### config.mk
export PLATFORM = sky130hd
export DESIGN_NAME = conv_ctrl
export DESIGN_NICKNAME = d
export VERILOG_FILES = /design/src/rtl/conv_ctrl.sv
export SDC_FILE = /design/constraint.sdc
export NUM_CORES = 1
export LEC_CHECK = 0
export BUFFER_PORTS_ARGS = -buffer_cell sky130_fd_sc_hd__buf_2
export CORE_UTILIZATION = 35
export CTS_BUF_LIST = sky130_fd_sc_hd__clkbuf_16
export DETAILED_ROUTE_END_ITERATION = 10
export PLACE_DENSITY_LB_ADDON = 0.1
export SLEW_MARGIN = 15
export SYNTH_ARGS = -nofsm -noshare
export SYNTH_HDL_FRONTEND = slang
export SYNTH_SLANG_ARGS = --single-unit
### constraint.sdc
create_clock -name clk -period 2.5 [get_ports clk]
set_input_delay 0.25 -clock clk [delete_from_list [all_inputs] [get_ports clk]]
set_output_delay 0.25 -clock clk [all_outputs]
set_load 0.01 [all_outputs]
### src/rtl/conv_ctrl.sv
// Sequencer for one convolve MAC lane: clear, tap fetch, drain, saturate, offer result.
// Latency: KERNEL_TAPS+MAC_LAT+4 cycles per output with out_ready held high.
// Backpressure: holds in OUT with out_valid/conv_en_sat high and MAC clock gated until out_ready.
module conv_ctrl #(
  parameter int KERNEL_TAPS = 9,
  parameter int NUM_OUT     = 16,
  parameter int ADDR_W      = 8,
  parameter int SIG_STRIDE  = 1,
  parameter int MAC_LAT     = 2
) (
  input  logic              clk,
  input  logic              reset,
  input  logic              start,
  input  logic              abort,
  input  logic [ADDR_W-1:0] sig_base,
  output logic              busy,
  output logic              done,
  output logic              rd_en,
  output logic [ADDR_W-1:0] sig_addr,
  output logic [ADDR_W-1:0] wgt_addr,
  output logic              conv_clken,
  output logic              conv_s_convout,
  output logic              conv_en_sat,
  output logic              conv_en_mult_r,
  output logic              out_valid,
  input  logic              out_ready,
  output logic [15:0]       out_idx
);

  // DRAIN covers the 1-cycle buffer read latency plus the MAC pipeline.
  localparam int DRAIN_CYC = MAC_LAT + 1;
  localparam int CNT_MAX   = (KERNEL_TAPS > DRAIN_CYC) ? KERNEL_TAPS : DRAIN_CYC;
  localparam int CNT_W     = (CNT_MAX > 1) ? $clog2(CNT_MAX) : 1;

  localparam logic [CNT_W-1:0]  TAP_LAST   = CNT_W'(KERNEL_TAPS - 1);
  localparam logic [CNT_W-1:0]  DRAIN_LAST = CNT_W'(DRAIN_CYC - 1);
  localparam logic [15:0]       IDX_LAST   = 16'(NUM_OUT - 1);
  localparam logic [ADDR_W-1:0] STRIDE     = ADDR_W'(SIG_STRIDE);

  typedef enum logic [2:0] {
    S_IDLE, S_CLEAR, S_FETCH, S_DRAIN, S_SAT, S_OUT, S_DONE
  } state_t;

  state_t            r_state;
  logic [CNT_W-1:0]  r_cnt;
  logic [ADDR_W-1:0] r_row_base;
  logic [ADDR_W-1:0] r_sig_addr;
  logic [ADDR_W-1:0] r_wgt_addr;
  logic [15:0]       r_out_idx;
  logic              r_busy;
  logic              r_done;
  logic              r_rd_en;
  logic              r_clken;
  logic              r_clr;
  logic              r_sat;
  logic              r_valid;

  // Single FSM: state, counters and every output strobe are registered together.
  always_ff @(posedge clk or negedge reset) begin
    if (!reset) begin
      r_state    <= S_IDLE;
      r_cnt      <= '0;
      r_row_base <= '0;
      r_sig_addr <= '0;
      r_wgt_addr <= '0;
      r_out_idx  <= '0;
      r_busy     <= 1'b0;
      r_done     <= 1'b0;
      r_rd_en    <= 1'b0;
      r_clken    <= 1'b0;
      r_clr      <= 1'b0;
      r_sat      <= 1'b0;
      r_valid    <= 1'b0;
    end else if (abort) begin
      // Cancel drops every strobe, including the clken owed to the last read.
      r_state    <= S_IDLE;
      r_cnt      <= '0;
      r_sig_addr <= '0;
      r_wgt_addr <= '0;
      r_out_idx  <= '0;
      r_busy     <= 1'b0;
      r_done     <= 1'b0;
      r_rd_en    <= 1'b0;
      r_clken    <= 1'b0;
      r_clr      <= 1'b0;
      r_sat      <= 1'b0;
      r_valid    <= 1'b0;
    end else begin
      // MAC enable tracks read data, which arrives one cycle after the strobe.
      r_clken <= r_rd_en;
      r_done  <= 1'b0;
      r_clr   <= 1'b0;
      case (r_state)
        S_IDLE: begin
          if (start) begin
            r_row_base <= sig_base;
            r_out_idx  <= '0;
            r_cnt      <= '0;
            r_busy     <= 1'b1;
            r_clr      <= 1'b1;
            r_state    <= S_CLEAR;
          end
        end
        S_CLEAR: begin
          r_rd_en    <= 1'b1;
          r_sig_addr <= r_row_base;
          r_wgt_addr <= '0;
          r_cnt      <= '0;
          r_state    <= S_FETCH;
        end
        S_FETCH: begin
          if (r_cnt == TAP_LAST) begin
            r_rd_en <= 1'b0;
            r_cnt   <= '0;
            r_state <= S_DRAIN;
          end else begin
            r_cnt      <= r_cnt + 1'b1;
            r_sig_addr <= r_sig_addr + 1'b1;
            r_wgt_addr <= r_wgt_addr + 1'b1;
          end
        end
        S_DRAIN: begin
          if (r_cnt == DRAIN_LAST) begin
            r_cnt   <= '0;
            r_sat   <= 1'b1;
            r_state <= S_SAT;
          end else begin
            r_cnt <= r_cnt + 1'b1;
          end
        end
        S_SAT: begin
          r_valid <= 1'b1;
          r_state <= S_OUT;
        end
        S_OUT: begin
          if (out_ready) begin
            r_valid <= 1'b0;
            r_sat   <= 1'b0;
            if (r_out_idx == IDX_LAST) begin
              r_done  <= 1'b1;
              r_state <= S_DONE;
            end else begin
              r_out_idx  <= r_out_idx + 16'd1;
              r_row_base <= r_row_base + STRIDE;
              r_clr      <= 1'b1;
              r_state    <= S_CLEAR;
            end
          end
        end
        S_DONE: begin
          r_busy  <= 1'b0;
          r_state <= S_IDLE;
        end
        default: begin
          r_busy  <= 1'b0;
          r_state <= S_IDLE;
        end
      endcase
    end
  end

  assign busy           = r_busy;
  assign done           = r_done;
  assign rd_en          = r_rd_en;
  assign sig_addr       = r_sig_addr;
  assign wgt_addr       = r_wgt_addr;
  assign conv_clken     = r_clken;
  assign conv_s_convout = r_clr;
  assign conv_en_sat    = r_sat;
  assign conv_en_mult_r = 1'b0;
  assign out_valid      = r_valid;
  assign out_idx        = r_out_idx;

endmodule
# Yosys cells after proc, flatten, opt, wreduce, memory -nomap -nowiden
# Cells that the tools add are included.
[classes]
addsub = 5
eq_ne = 18
mux = 49
n_bitwise = 1
reduce_logical = 17
[ops]
columns = ["cell", "count"]
rows = [
  ["16-bit 2-to-1 mux", 4],
  ["8-bit 2-to-1 mux", 7],
  ["8-bit case mux with 2 select lines", 3],
  ["16-bit case mux with 2 select lines", 1],
  ["8-bit by 1-bit adder with 8-bit output (second input constant)", 3],
  ["3-bit 2-to-1 mux", 6],
  ["3-bit inequality test (second input constant)", 6],
  ["3-bit case mux with 6 select lines", 1],
  ["1-bit 2-to-1 mux", 17],
  ["16-bit by 1-bit adder with 16-bit output (second input constant)", 1],
  ["16-bit by 4-bit equality test with 1-bit output (second input constant)", 1],
  ["4-bit 2-to-1 mux", 4],
  ["4-bit case mux with 4 select lines", 1],
  ["3-bit nonzero test", 4],
  ["1-bit case mux with 2 select lines", 5],
  ["2-bit AND reduction", 5],
  ["4-bit AND reduction", 2],
  ["3-bit by 2-bit equality test with 1-bit output (second input constant)", 2],
  ["3-bit equality test (second input constant)", 2],
  ["2-bit inequality test (second input constant)", 3],
  ["5-bit AND reduction", 1],
  ["5-bit nonzero test", 1],
  ["5-bit OR reduction", 1],
  ["4-bit by 1-bit adder with 4-bit output (second input constant)", 1],
  ["8 further kinds", 8],
]
[totals]
register_bits = 54
inputBits = 13
output_inout_bits = 40
wordCells = 103

# Depth between registers and ports, before layout
[depth]
word_depth = 5
mapped_depth = 8
depth_no_buf = 7

# Least setup slack after synthesis
# OpenSTA, ideal clock, no wires.
[synth_timing]
path_kind = "register -> register"
from = "reg r_out_idx[0], in the netlist out_idx[0]"
to = "reg r_row_base[0]"
setup_ps = 121
arrival_time_ps = 1724
required_time_ps = 2379
slack_ps = 655
stages_incl_launch_ff = 8
path_buffers = 1
cell_sequence = "dfrtp_1 ha_1 and3_1 and4_1 buf_6 o21ai_4 o21ai_1 a22o_1"
[synth_via]
elab_chain_cells = 3
[synth_lines]
columns = ["item", "line_no", "text"]
rows = [
  ["start: declaration", "49", "logic [15:0] r_out_idx;"],
  ["start signal: assignment", "143", "r_out_idx <= r_out_idx + 16'd1;"],
  ["16-bit by 4-bit equality test with 1-bit output", "139", "if (r_out_idx == IDX_LAST) begin"],
  ["2-bit inequality test (no source line)", "-", ""],
  ["5-bit AND reduction (no source line)", "-", ""],
  ["end signal: assignment", "96", "r_row_base <= sig_base;"],
  ["end signal: assignment", "144", "r_row_base <= r_row_base + STRIDE;"],
  ["end: declaration", "46", "logic [ADDR_W-1:0] r_row_base;"],
]
# Every way passes these cells.
# A chain may end at the register's enable or synchronous reset.

# Final worst setup path
[layout_timing]
from = "reg r_out_idx[0], in the netlist out_idx[0]"
to = "reg r_out_idx[15], in the netlist out_idx[15]"
[layout_via]
elab_chain_cells = 5
word_cells_on_any_way = 8
classes_between = "add/sub: 1; eq/ne: 2; mux: 4; reduce/logical: 1"
[layout_lines]
columns = ["item", "line_no", "text"]
rows = [
  ["16-bit by 1-bit adder with 16-bit output", "143", ""],
  ["16-bit 2-to-1 mux", "139", ""],
  ["16-bit 2-to-1 mux", "136", "if (out_ready) begin"],
  ["16-bit case mux with 2 select lines", "93", "case (r_state)"],
  ["16-bit 2-to-1 mux", "74", "end else if (abort) begin"],
]
# Several ways; a longest one is shown, not always the timed one. The select of a mux whose other input is x is not followed.

==> metrics <==
worst r2r path cells=6; crit start category=flip-flop; period utilization=85.0%; Post-CTS Setup Inserts=0; HP Start=out_ready; die width=97.6 um; Final TNS setup=0 ns; ranking of synthesized cells by area=dfrtp_1, o21ai_0, a21oi_1; post-cts hold buffer count=1; Final #Nets=423; largest net degree at the start of global routing=55; drt wl/cell=15.2 um; Die Area=9530 um^2; Synth async-reset ratio=100%; multi-input logic area=1700 um^2; Pwr per Cell Area=764 nW/um^2; R2R setup slack=0.37 ns; grt ovf=0; Vias=2799; Critical Path Max Stage Delay=0.67 ns; Synth top area share=42.2%; initial core utilization=36.3%; CP Max Fanout=12; outcome=finished with violations; Setup Viol. Count Final=0; initial antenna violation count=0; via density per instance=5.47; Setup Skew=0.00232 ns; Post-DRT Antenna Nets=0; Reg-to-Reg End=out_idx[15]; Post-DP HPWL=5550 um; violated checks=design-rule violations; Hold/Removal Path Class=in -> reg; Die H=97.6 um; CTS sink cnt=54; Rel. slew slack=48.5%; Antenna Cells=0; Crit. End Element=flip-flop; router iterations before antenna repair=7; TritonCTS Buffers=5; Peak VDD IR=317 uV; post-synth top area cell=dfrtp_1; mapped cell area=3200 um^2; 1st-iter DRT viols=113; row count=34; first-pass GRT wire length=13200 um; RSZ-0062 raised after global routing=no; Hold Crit Depth=2; crit path kind=reg -> reg; slew at the pin closest to its max-slew limit=0.773 ns; Max Clk Rate=470 MHz; post_cts resized=0; Detailed Route WL=7810 um; net count after synthesis=371; Post-synth EDFFs=0; worst r2r src=out_idx[0]; port bufs=51; Yosys Warn Count=0; Synth Register Bits=54; pins over their slew limit=0; CTS tree=yes; Final Wtd Congestion=0.726; Seq. cell area=1350 um^2; vias in the first global route=2566; global-route usage over all layers=17.2%; Clk pin slew, worst setup/hold paths=0.07 ns; maxcap violations=0; Synth cell types=57; Tmin final=2.13 ns; P&R area growth vs syn=15.9%; Worst EP arrival=2.33 ns; share of layout cells above drive strength 1=22.5%; Most used DFF post-synth=dfrtp_1; # fillers=892; Mapped Cells=351; Ports=53; CTS Root Cell=clkbuf_16; Slowest cell on crit path=o22ai_2; Hold EP=r_state[2]; core footprint=8810 um^2; H-tree Lvls=2; final hold viol count=0; sequential fraction of the synthesis area=42.2%; Worst Path Required=2.71 ns; CTS Buffer Depth=2; crit-path cells=ha_1, and3_1, nand4_2, o22ai_2, a21oi_1, o21ai_0; Leak=1.70 nW; DRC Markers=9; Final Core Density=42.1%; Worst-Skew Late Latency=0.29 ns; syn_area_per_cell=9.12 um^2
layer usage:
metal  up-vias  track usage [%]  routed length (um)
li1       1388                -                   -
met3         5             3.24                 299
met2        56             27.1                3630
met1      1350             24.2                3800
met4         0             4.20                  76
met5         -                0                   0
state kept, by name, summed over array words and instances, names as in the netlist:
| signal | count |
|---|---|
| out_idx | 16 |
| r_row_base | 8 |
| sig_addr | 8 |
| wgt_addr | 8 |
| r_cnt | 4 |
| r_state | 3 |
| busy | 1 |
| conv_clken | 1 |
| conv_en_sat | 1 |
| conv_s_convout | 1 |
| done | 1 |
| out_valid | 1 |
| rd_en | 1 |
worst max-delay path by stage:
stage | from | endpoint | depth (start not counted)
2_1_floorplan | out_idx[0] | r_row_base[0] | 7
3_3_place_gp | out_idx[0] | out_idx[15] | 6
3_5_place_dp | out_idx[0] | out_idx[14] | 6
4_1_cts | out_idx[0] | out_idx[15] | 6
5_1_grt | out_idx[0] | out_idx[14] | 6
6_report | out_idx[0] | out_idx[15] | 6
cells in the final DEF (no fill, tap or decap), types with 6 or more instances in the layout:
master   netlist  routed
xor2_1         6       6
nand2_1       31      31
o21ai_2       11      11
a21oi_1       30      30
nor2_1        28      28
nand4_1        9       9
buf_4          3       9
buf_2          7      51
o31ai_1        6       6
nand3_1       17      17
ha_1           7       7
dfrtp_1       54      54
o21ai_0       31      31
and3_1        14      14
nor3_1        12      12
inv_1          8       8
synthesized netlist by cell type (all sizes together) (7+ instances only):
library cell  instances
dfrtp                54
o21ai                48
nand2                31
a21oi                30
nor2                 29
nand3                18
buf                  15
and3                 14
nor3                 12
nand4                11
inv                   9
ha                    7
critical path, delay by kind of cell (launching register included):
family	cells	cell delay [ns]
AO/OA/AOI/OAI	3	0.95
adder cells (fa/ha/maj)	1	0.24
flip-flops	1	0.43
AND/OR/NAND/NOR	2	0.41
area by class of cell:
type	instances	area share [%]
inverters	9	0.910
repair buffers	62	9.51
clock inverters	3	0.303
multi-input cells	271	45.9
well taps	108	3.64
flip-flops and latches	54	36.4
clock buffers	5	3.37
cell families (layout without fill, tap and decap cells):
family          count (synthesis)  count (layout)  share of synthesized area [%]
simple gates                  148             148                           26.7
compound gates                106             106                           21.1
flops                          54              54                           42.2
buf+inv                        26              79                           4.61
fa+ha+maj                       7               7                           2.74
xor+xnor                        6               6                           1.64
mux                             3               3                          0.938
other cells                     1               1                          0.117
per-stage QoR:
stage	setup WS [ns]	hold slack (ns)	cell area, um^2	cells	total power, mW
final	0.374	0.242	3710	512	2.83
after global routing	0.180	0.242	3710	512	3.04
after CTS	0.390	0.232	3710	512	2.86
after detailed placement	0.395	0.279	3560	503	2.18
after global placement	0.479	0.279	3560	503	2.17
after floorplan	0.655	-0.0456	3200	351	1.88
power breakdown:
part | switching (mW) | leakage, nW | internal, mW
registers | 0.249 | 0.717 | 1.04
logic | 0.481 | 0.913 | 0.393
clock network | 0.314 | 0.0663 | 0.362
Note: power is estimated with default switching activity, not from simulation.
